**config.mk**
```make
export PLATFORM = sky130hd
export DESIGN_NAME = tt_um_parx_delta_dec
export DESIGN_NICKNAME = d
export VERILOG_FILES = /design/src/rtl/tt_um_parx_delta_dec.sv
export SDC_FILE = /design/constraint.sdc
export NUM_CORES = 1
export LEC_CHECK = 0
export BUFFER_PORTS_ARGS = -buffer_cell sky130_fd_sc_hd__buf_2
export CAP_MARGIN = 20
export CORE_AREA = 3 3 88 90
export CTS_BUF_LIST = sky130_fd_sc_hd__clkbuf_16
export CTS_CLUSTER_SIZE = 25
export DETAILED_ROUTE_END_ITERATION = 10
export DIE_AREA = 0 0 91 93
export HOLD_SLACK_MARGIN = 0.12
export PLACE_DENSITY = 0.69
export SKIP_CTS_REPAIR_TIMING = 1
export SLEW_MARGIN = 20
export SYNTH_ARGS = -nofsm -noshare
export SYNTH_HDL_FRONTEND = slang
export SYNTH_SLANG_ARGS = --single-unit
```
**constraint.sdc**
```tcl
create_clock -name clk -period 4.4 [get_ports clk]
set_input_delay 0 -clock clk [delete_from_list [all_inputs] [get_ports clk]]
set_output_delay 0 -clock clk [all_outputs]
set_load 0.05 [all_outputs]
```
**src/rtl/tt_um_parx_delta_dec.sv**
```systemverilog
// Running-sum to delta decoder tile: D[n] = S[n] - S[n-1] mod 256, queued in a small FIFO.
// Optional feature: define PARX_DELTA_BYPASS_EN to let uio_in[6] pass sum bytes through unchanged.
module tt_um_parx_delta_dec #(
  parameter int DEPTH       = 4,
  parameter int SYNC_STAGES = 2
) (
  input  logic       clk,
  input  logic       rst_n,
  input  logic       ena,
  input  logic [7:0] ui_in,
  input  logic [7:0] uio_in,
  output logic [7:0] uo_out,
  output logic [7:0] uio_out,
  output logic [7:0] uio_oe
);

  localparam int PTR_W = $clog2(DEPTH);
  localparam int CNT_W = $clog2(DEPTH) + 1;

  // Handshake: valid (uio_out[1]) is high while uo_out holds the FIFO head; each
  // rising edge on ack (uio_in[2]) consumes that head, and an ack while valid is
  // low is ignored. Producers present a byte on ui_in and raise stb (uio_in[0]).

  // Reset asserts asynchronously but releases only on a clock edge.
  logic [1:0] rst_sync;
  logic       rst_i;

  always_ff @(posedge clk or negedge rst_n) begin
    if (!rst_n) rst_sync <= 2'b00;
    else        rst_sync <= {rst_sync[0], 1'b1};
  end

  assign rst_i = rst_sync[1];

  logic [SYNC_STAGES-1:0] stb_sync;
  logic [SYNC_STAGES-1:0] ack_sync;
  logic [SYNC_STAGES-1:0] clr_sync;
  logic                   stb_s;
  logic                   ack_s;
  logic                   clr_s;
  logic                   stb_prev;
  logic                   ack_prev;
  logic                   push_r;
  logic                   pop_r;

  always_ff @(posedge clk or negedge rst_i) begin
    if (!rst_i) begin
      stb_sync <= '0;
      ack_sync <= '0;
      clr_sync <= '0;
      stb_prev <= 1'b0;
      ack_prev <= 1'b0;
      push_r   <= 1'b0;
      pop_r    <= 1'b0;
    end else begin
      stb_sync <= {stb_sync[SYNC_STAGES-2:0], uio_in[0]};
      ack_sync <= {ack_sync[SYNC_STAGES-2:0], uio_in[2]};
      clr_sync <= {clr_sync[SYNC_STAGES-2:0], uio_in[5]};
      stb_prev <= stb_s;
      ack_prev <= ack_s;
      push_r   <= stb_s & ~stb_prev;
      pop_r    <= ack_s & ~ack_prev;
    end
  end

  assign stb_s = stb_sync[SYNC_STAGES-1];
  assign ack_s = ack_sync[SYNC_STAGES-1];
  assign clr_s = clr_sync[SYNC_STAGES-1];

`ifdef PARX_DELTA_BYPASS_EN
  logic [SYNC_STAGES-1:0] byp_sync;
  logic                   byp_s;

  always_ff @(posedge clk or negedge rst_i) begin
    if (!rst_i) byp_sync <= '0;
    else        byp_sync <= {byp_sync[SYNC_STAGES-2:0], uio_in[6]};
  end

  assign byp_s = byp_sync[SYNC_STAGES-1];

  logic unused_pins;
  assign unused_pins = &{1'b0, ena, uio_in[7], uio_in[4:3], uio_in[1]};
`else
  logic unused_pins;
  assign unused_pins = &{1'b0, ena, uio_in[7:6], uio_in[4:3], uio_in[1]};
`endif

  logic [7:0]       mem [DEPTH];
  logic [PTR_W-1:0] head;
  logic [PTR_W-1:0] tail;
  logic [CNT_W-1:0] count;
  logic [7:0]       pred;
  logic             ovf;
  logic             full;
  logic             valid;
  logic [7:0]       delta;
  logic             wr_en;
  logic             rd_en;

  assign valid = (count != '0);
  assign full  = (count == CNT_W'(DEPTH));

  always_comb begin
    delta = ui_in - pred;
`ifdef PARX_DELTA_BYPASS_EN
    if (byp_s) delta = ui_in;
`endif
  end

  // A pop against a full FIFO frees the slot the simultaneous push lands in.
  assign rd_en = pop_r & valid & ~clr_s;
  assign wr_en = push_r & ~clr_s & (~full | rd_en);

  always_ff @(posedge clk or negedge rst_i) begin
    if (!rst_i) begin
      for (int i = 0; i < DEPTH; i++) mem[i] <= 8'h00;
      head  <= '0;
      tail  <= '0;
      count <= '0;
      pred  <= 8'h00;
      ovf   <= 1'b0;
    end else if (clr_s) begin
      head  <= '0;
      tail  <= '0;
      count <= '0;
      pred  <= 8'h00;
      ovf   <= 1'b0;
    end else begin
      // The predictor follows every sum byte, even dropped ones.
      if (push_r) begin
        pred <= ui_in;
        if (!wr_en) ovf <= 1'b1;
      end
      if (wr_en) begin
        mem[tail] <= delta;
        tail      <= tail + PTR_W'(1);
      end
      if (rd_en) head <= head + PTR_W'(1);
      if (wr_en && !rd_en)      count <= count + CNT_W'(1);
      else if (!wr_en && rd_en) count <= count - CNT_W'(1);
    end
  end

  assign uo_out  = valid ? mem[head] : 8'h00;
  assign uio_out = {3'b000, ovf, full, 1'b0, valid, 1'b0};
  assign uio_oe  = 8'b0001_1010;

endmodule

```
Word-level counts from Yosys, hierarchy flattened. Index checks and enable logic that the tools add are counted.

Flip-flop bits (word level): 60. Latch bits: 0. Bits in writable memories: 0. ROM bits: 0. Input bits: 19. Output and inout bits: 24. Logic and storage cells: 71. Memories: 0.

Add/sub/neg operators: 5. Multiply operators: 0. Div/mod/pow operators: 0. $lt $le $gt $ge: 3. Equality and inequality tests: 2. Shifts and indexed selects: 0. Muxes and demuxes: 19. Bitwise logic cells: 13. Reduce and logical (&&, ||, !) cells: 12.

Operator list (count): $mux W8 (6); $bwmux W32 (1); $bmux W8 S2 (1); $demux W8 S2 (1); $mux W3 (3); $mux W2 (4); $sub A8 B8 Y8 (1); $and A1 B1 Y1 (6); $ge A3 B3 Y1 const B (2); $not A2 Y3 (2); $reduce_bool A2 Y1 (3); $reduce_bool A3 Y1 (2); $add A2 B1 Y2 const B (2); $not A1 Y1 (4); $reduce_and A2 Y1 (2); $add A3 B1 Y3 const B (1); $eq A3 B3 Y1 const B (1); $logic_and A1 B1 Y1 (3); $lt A3 B1 Y1 const B (1); $mux W1 (3); $sub A3 B1 Y3 const B (1); $logic_not A1 Y1 (2); $ne A2 B2 Y1 const B (1); $or A1 B1 Y1 (1).

Logic depth before layout (Yosys ltp). Gate-level depths: netlist (run 1).

Word-level depth: 10. Mapped depth: 11. Gate-level depth less buffers: 9.

Worst setup path after synthesis (run 1). No wires, ideal clock.

Kind: register to register. From: register count[1]. To: register count[2]. Setup time: 127 ps. Data arrival time: 1903 ps. Data required time: 4273 ps. Slack: 2370 ps. Stages on the path, launching flop included: 11. Buffers on the path: 1. Clock period less this slack: 2030 ps. Cell sequence: dfrtp_1 nor3b_4 a21oi_2 buf_2 and2_1 fa_1 inv_1 nor3_1 a31oi_1 xor2_1 nor2_1.

Elaborated cells on any way between the ends: 17. Classes of those cells: 2 x add/sub; 1 x eq/ne; 3 x mux; 5 x bitwise; 6 x reduce/logical.

RTL lines: from (decl) (line 91) `logic [CNT_W-1:0] count;`; from (signal assigned) (line 139) `if (wr_en && !rd_en) count <= count + CNT_W'(1);`; from (signal assigned) (line 140) `else if (!wr_en && rd_en) count <= count - CNT_W'(1);`; $eq A3 B3 Y1 * (line 101) `assign full = (count == CNT_W'(DEPTH));`; net full (line 94) `logic full;`; $not A1 Y1 * (line 112) `assign wr_en = push_r & ~clr_s & (~full | rd_en);`; $or A1 B1 Y1 * (line 112); $and A1 B1 Y1 * (line 112); $logic_and A1 B1 Y1 or $logic_not A1 Y1 (tied branches) (line 139, 140); $mux W3 or $logic_and A1 B1 Y1 (tied branches) (line 139, 140); $mux W3 or $reduce_bool A3 Y1 (tied branches).

The timed path passes the listed nets; every way through them passes the cells marked *. The select of a mux whose other input is x is not followed. A chain may end at the register's enable or synchronous reset.

Final worst setup path (run 1).
From: register push_r. To: register count[1].

Cells in the longest elaborated chain, start to end: 5. Elaborated cells on any way between the ends: 8. Classes of those cells: 2 x mux; 2 x bitwise; 4 x reduce/logical.

Ends and longest elaborated chain: from (decl) (line 43) `logic push_r;`; from (signal assigned) (line 61) `push_r <= stb_s & ~stb_prev;`; $and A1 B1 Y1 * (2 in series) (line 112); $logic_and A1 B1 Y1 or $logic_not A1 Y1 (tied branches) (line 139, 140); $mux W3 or $logic_and A1 B1 Y1 (tied branches) (line 139, 140); $mux W3 or $reduce_bool A3 Y1 (tied branches).

Mark *: on every way between the ends. The rest lies on a longest branch, timed or not.

==> flow_summary.ini, run 1 <==
[drt]
vias = 2047
vias_per_cell = 4.805
routedWlPerCell_um = 13.59
drc = 0
totalWireLength_mm = 5.790
first_pass_iters = 4
drtIter0Drc = 87
ant_nets = 0

[clock_network]
cts_buffers = 9
clockRootBuffer = clkbuf_16
clock_path_buffers = 2
clock_latency_ps = 330
clk_pin_slew_ps = 50
cts.sinks = 60
htree_levels = 3
cts_tree = done

[logic_synthesis]
synthArstFlopShare = 1.000
synth_compound_area_frac = 0.07834
synth-edff-count = 0
synthTopCellsByArea = dfrtp_1 48%, mux2_4 5.8%, mux4_2 5.8%
synth_top_family_by_area = multiplexers
yosys_warnings = 0
ys_ff_latch = 60
netlist_area_sq_um = 3114
netlist_instances = 288
synth_ff_type = dfrtp_1
synthMuxAreaShare = 0.1487
synthSimpleGateAreaFrac = 0.1342
synth_xor_area_frac = 0.01969
yosysSeqAreaShare = 0.4821
ys_types = 39
synthAdderAreaFrac = 0.05705
yosysTopAreaCellShare = 0.4821
avgSynthCellArea_sq_um = 10.81
yosys.area.top_type = dfrtp_1

[sta]
worstMarginPinSlew_ps = 772.4
setup_violations = 0
fin_skew_ps = 5.097
clock.fmax_mhz = 400.6
maxSlewViolCount = 0
max-slew-margin-rel = 0.4851
fin_crit_sh = 0.5673
min_period_ps = 2496
rsz0062_at_grt = no
setup_tns_ps = 0
hold_violations = 0

[layout]
post-route-util = 0.5139
area_delta_synth_final_pct = 17.76
final_area_sq_um = 3667
antennaDiodeCount = 0
nNetsFinal = 354
drive_gt1_frac = 0.1988

[worst_setup_path]
startpoint_type = flop
rr_startpoint = push_r$_DFF_PN0_
critical_path_class = flop to flop
r2r_cells = 6
worst_r2r_endpoint = count[1]$_DFFE_PN0P_
end_kind = flop
cp.arrival_ps = 2750
regToRegSetupSlack_ps = 1900
cp.required_ps = 4650
crit_end = count[1]$_DFFE_PN0P_
startpoint = push_r$_DFF_PN0_
cp_max_fo = 16

[grt]
grt_pass1_vias = 2052
grt_pass1_wl_mm = 10.04
grtUsageTotal = 0.1536
antenna_found_initial = 0
grt_max_degree = 33
grt-ovfl-total = 0

[die]
fp.dieW_um = 91
chipHeight_um = 93
core_area_sq_um = 7137
dieArea_sq_um = 8463
initial_core_util = 0.4364
rows = 31
ios = 43

[power]
power_density_nw_per_um2 = 476.9
switching_share = 0.2924
clkPwrFrac = 0.388
total_power_w = 0.001749
peakVddDrop_uv = 323.2
power.share.combinational = 0.211
intPower_w = 0.001237
seqPwrFrac = 0.401
p_sw_w = 0.0005114
p_leak_nw = 1.714

[place]
place_congestion = 0.7836
io_buffers = 23
postPlaceCellArea_sq_um = 3244
hpwl_mm = 4.000

[outcome]
status = finished clean

[worst_hold_path]
hold_path.class = flop to async pin

[flow_run]
maxCapViolCount = 0
-- cells in the final DEF, fill, tap and decap left out, types with 11 or more instances in the layout --
master	n
mux2_4	12
dlygate4sd3_1	13
nor2_1	20
inv_1	19
o21ai_0	20
dfrtp_1	59
nand2_1	43
buf_2	23
nor2b_1	13
ha_1	11
conb_1	14
-- worst max-delay path, stage by stage (launching register included) --
cell      delay, ps
dfrtp_1         840
nand2b_1        140
a21oi_2         440
and2_1          220
fa_1            400
mux2_1          290
nor2_1           90
-- how the worst min path moves through the flow --
stage	startpoint	to	slack, ps	cells after the start
after floorplan	rst_n	rst_sync[0]$_DFF_PN0_	-300	0
after global placement	rst_n	rst_sync[0]$_DFF_PN0_	-220	1
after detailed placement	rst_n	rst_sync[0]$_DFF_PN0_	-210	1
after CTS	rst_n	rst_sync[1]$_DFF_PN0_	-560	1
after global routing	rst_sync[1]$_DFF_PN0_	pred[4]$_DFFE_PN0P_	320	0
final	rst_sync[1]$_DFF_PN0_	pred[4]$_DFFE_PN0P_	260	0
-- cell type report --
cell class,count,area [sq um]
fillers,656,3470
multi-input cells,194,1416
flip-flops and latches,60,1503
well taps,99,123.9
clock buffers,9,225.2
repair buffers,38,260.3
clock inverters,7,67.56
inverters,19,71.32
-- flip-flops by register name, indices dropped and copies added, names as in the netlist --
register,cells
push_r,1
clr_sync,2
stb_prev,1
rst_sync,2
head,2
tail,2
count,3
mem,32
ovf,1
pred,8
ack_prev,1
ack_sync,2
stb_sync,2
pop_r,1
-- stage by stage --
stage / setup WS, ps / cells / hold slack, ps
2_1_floorplan: 2370 / 300 / -295.6
3_3_place_gp: 1972 / 397 / -215.8
3_5_place_dp: 1948 / 397 / -212.6
4_1_cts: 1918 / 413 / -561.4
5_1_grt: 1692 / 426 / 315.6
6_report: 1904 / 426 / 264.0
-- cell usage after synthesis (all sizes together) (2+ instances only) --
cell	n
dfrtp	60
nand2	43
buf	23
nor2	20
o21ai	20
inv	19
mux2	14
nor2b	13
ha	11
mux2i	8
mux4	8
a21oi	7
and2	5
xnor2	5
clkbuf	4
a31oi	3
conb	2
fa	2
nor3	2
nor3b	2
o21a	2
o31a	2
o31ai	2
xor2	2
-- routing by layer --
| metal | vias up | GRT usage | share of wire | wire [um] |
|---|---|---|---|---|
| li1 | 998 | - | - | - |
| met1 | 992 | 0.2007 | 0.48 | 2771 |
| met2 | 48 | 0.2385 | 0.46 | 2691 |
| met3 | 9 | 0.05149 | 0.044 | 252 |
| met4 | 0 | 0.05653 | 0.013 | 74 |
| met5 | - | 0 | 0 | 0 |
-- power groups by stage --
stage | combinational [W] | clock [W] | sequential (W)
after floorplan | 0.000316 | 0 | 0.000687
after global placement | 0.000352 | 0 | 0.000704
after detailed placement | 0.000362 | 0 | 0.000711
after CTS | 0.000364 | 0.000693 | 0.000702
after global routing | 0.000407 | 0.000716 | 0.000713
final | 0.000369 | 0.000679 | 0.000701
-- cells by family (layout without fill, tap and decap cells) --
| kind of cell | after synthesis | in the layout |
|---|---|---|
| mux | 30 | 30 |
| buf+inv | 46 | 73 |
| fa+ha+maj | 13 | 13 |
| flops | 60 | 60 |
| xor+xnor | 7 | 7 |
| simple gates | 90 | 90 |
| compound gates | 40 | 40 |
| other cells | 2 | 14 |
Power figures use the tool's default switching activity.
==> inputs of run 2 (changes only) <==
==> constraint.sdc (replaced) <==
create_clock -name clk -period 2.6 [get_ports clk]
set_input_delay 0 -clock clk [delete_from_list [all_inputs] [get_ports clk]]
set_output_delay 0 -clock clk [all_outputs]
set_load 0.05 [all_outputs]
==> flow_summary.ini, run 2 (synthesized netlist as in run 1, its figures left out) <==
[sta]
min_period_ps = 2133
worstMarginPinSlew_ps = 987.3
setup_tns_ps = 0
hold_violations = 0
fin_skew_ps = 5.922
clock.fmax_mhz = 468.9
rsz0062_at_grt = no
maxSlewViolCount = 0
fin_crit_sh = 0.8202
max-slew-margin-rel = 0.3418
setup_violations = 0

[power]
p_leak_nw = 1.738
power.share.combinational = 0.224
power_density_nw_per_um2 = 769.0
seqPwrFrac = 0.421
clkPwrFrac = 0.355
p_sw_w = 0.0008313
switching_share = 0.2951
intPower_w = 0.001986
peakVddDrop_uv = 371.8

[grt]
grt_pass1_vias = 2070
grt-ovfl-total = 0
antenna_found_initial = 0
grt_pass1_wl_mm = 9.804
grtUsageTotal = 0.1484
grt_max_degree = 47

[clock_network]
htree_levels = 3
clockRootBuffer = clkbuf_16
clk_pin_slew_ps = 50
cts_tree = done
clock_latency_ps = 320
cts_buffers = 9
cts.sinks = 60
clock_path_buffers = 2

[layout]
post-route-util = 0.5133
antennaDiodeCount = 0
area_delta_synth_final_pct = 17.64
regMostFlops = mem
layout_commonest_cell = dfrtp_1
drive_gt1_frac = 0.2024
nNetsFinal = 359
reg_top3 = mem (32), pred (8), count (3)
largest_reg_flops = 32
final_cell_mix = 59 x dfrtp_1, 43 x nand2_1, 23 x buf_2

[place]
io_buffers = 23
hpwl_mm = 4.045
place_congestion = 0.7936

[worst_setup_path]
end_kind = flop
regToRegSetupSlack_ps = 470
cp.arrival_ps = 2340
critical_path_class = flop to flop
cp.required_ps = 2800
cp_max_fo = 4
startpoint_type = flop

[die]
chipHeight_um = 93
fp.dieW_um = 91
dieArea_sq_um = 8463
core_area_sq_um = 7137
ios = 43
rows = 31
initial_core_util = 0.4364

[drt]
drtIter0Drc = 90
vias_per_cell = 4.823
first_pass_iters = 4
ant_nets = 0
routedWlPerCell_um = 13.53
totalWireLength_mm = 5.820
vias = 2074
drc = 0

[outcome]
status = finished clean

[worst_hold_path]
hold_path.class = primary input to flop

[flow_run]
maxCapViolCount = 0
[run 2: layout make-up]
class | instances | area (sq um)
fillers | 658 | 3473
flip-flops and latches | 60 | 1503
multi-input cells | 194 | 1416
repair buffers | 43 | 297.8
clock buffers | 9 | 225.2
well taps | 99 | 123.9
inverters | 19 | 71.32
clock inverters | 6 | 26.28
[run 2: worst max-delay path, stage by stage, from the launching register on]
cell	delay, ps
dfrtp_1	370
ha_1	220
fa_1	410
nor2b_1	160
o31a_1	200
nor4b_1	70
a211o_1	310
mux2_4	280
[run 2: power by group through the flow]
stage / clock, W / combinational, W / sequential, W
floorplan: 0 / 0.000535 / 0.00116
global placement: 0 / 0.000604 / 0.00119
detailed placement: 0 / 0.000620 / 0.00120
CTS: 0.00103 / 0.000622 / 0.00119
global route: 0.00106 / 0.000696 / 0.00121
finish: 0.00100 / 0.000632 / 0.00119
[run 2: path summary, 6_finish.rpt]
kind | end | depth (start not counted) | startpoint
min in group asynchronous | clr_sync[0]$_DFF_PN0_ | 0 | rst_sync[1]$_DFF_PN0_
setup / recovery | mem[22]$_DFFE_PN0P_ | 7 | pred[0]$_DFFE_PN0P_
max in group asynchronous | mem[25]$_DFFE_PN0P_ | 1 | rst_sync[1]$_DFF_PN0_
hold reg to reg | stb_sync[1]$_DFF_PN0_ | 0 | stb_sync[0]$_DFF_PN0_
hold / removal | clr_sync[0]$_DFF_PN0_ | 2 | uio_in[5]
setup reg to reg | mem[22]$_DFFE_PN0P_ | 7 | pred[0]$_DFFE_PN0P_
[run 2: metrics by stage]
step	worst slack (ps)	hold slack (ps)	cells	instance area [sq um]	total power [W]
finish	467.4	323.1	430	3664	0.002817
floorplan	569.6	-295.6	300	3159	0.001697
global placement	529.2	-216.1	402	3282	0.001794
detailed placement	475.7	-213.2	402	3282	0.001820
global route	345.8	315.9	430	3664	0.002967
CTS	462.0	-553.6	417	3533	0.002837
[run 2: routing by layer]
metal | share of wire | vias up | global-route usage
met5 | 0 | - | 0
met2 | 0.48 | 44 | 0.2342
met3 | 0.045 | 11 | 0.04747
met1 | 0.46 | 1008 | 0.1920
met4 | 0.021 | 0 | 0.05528
li1 | - | 1011 | -
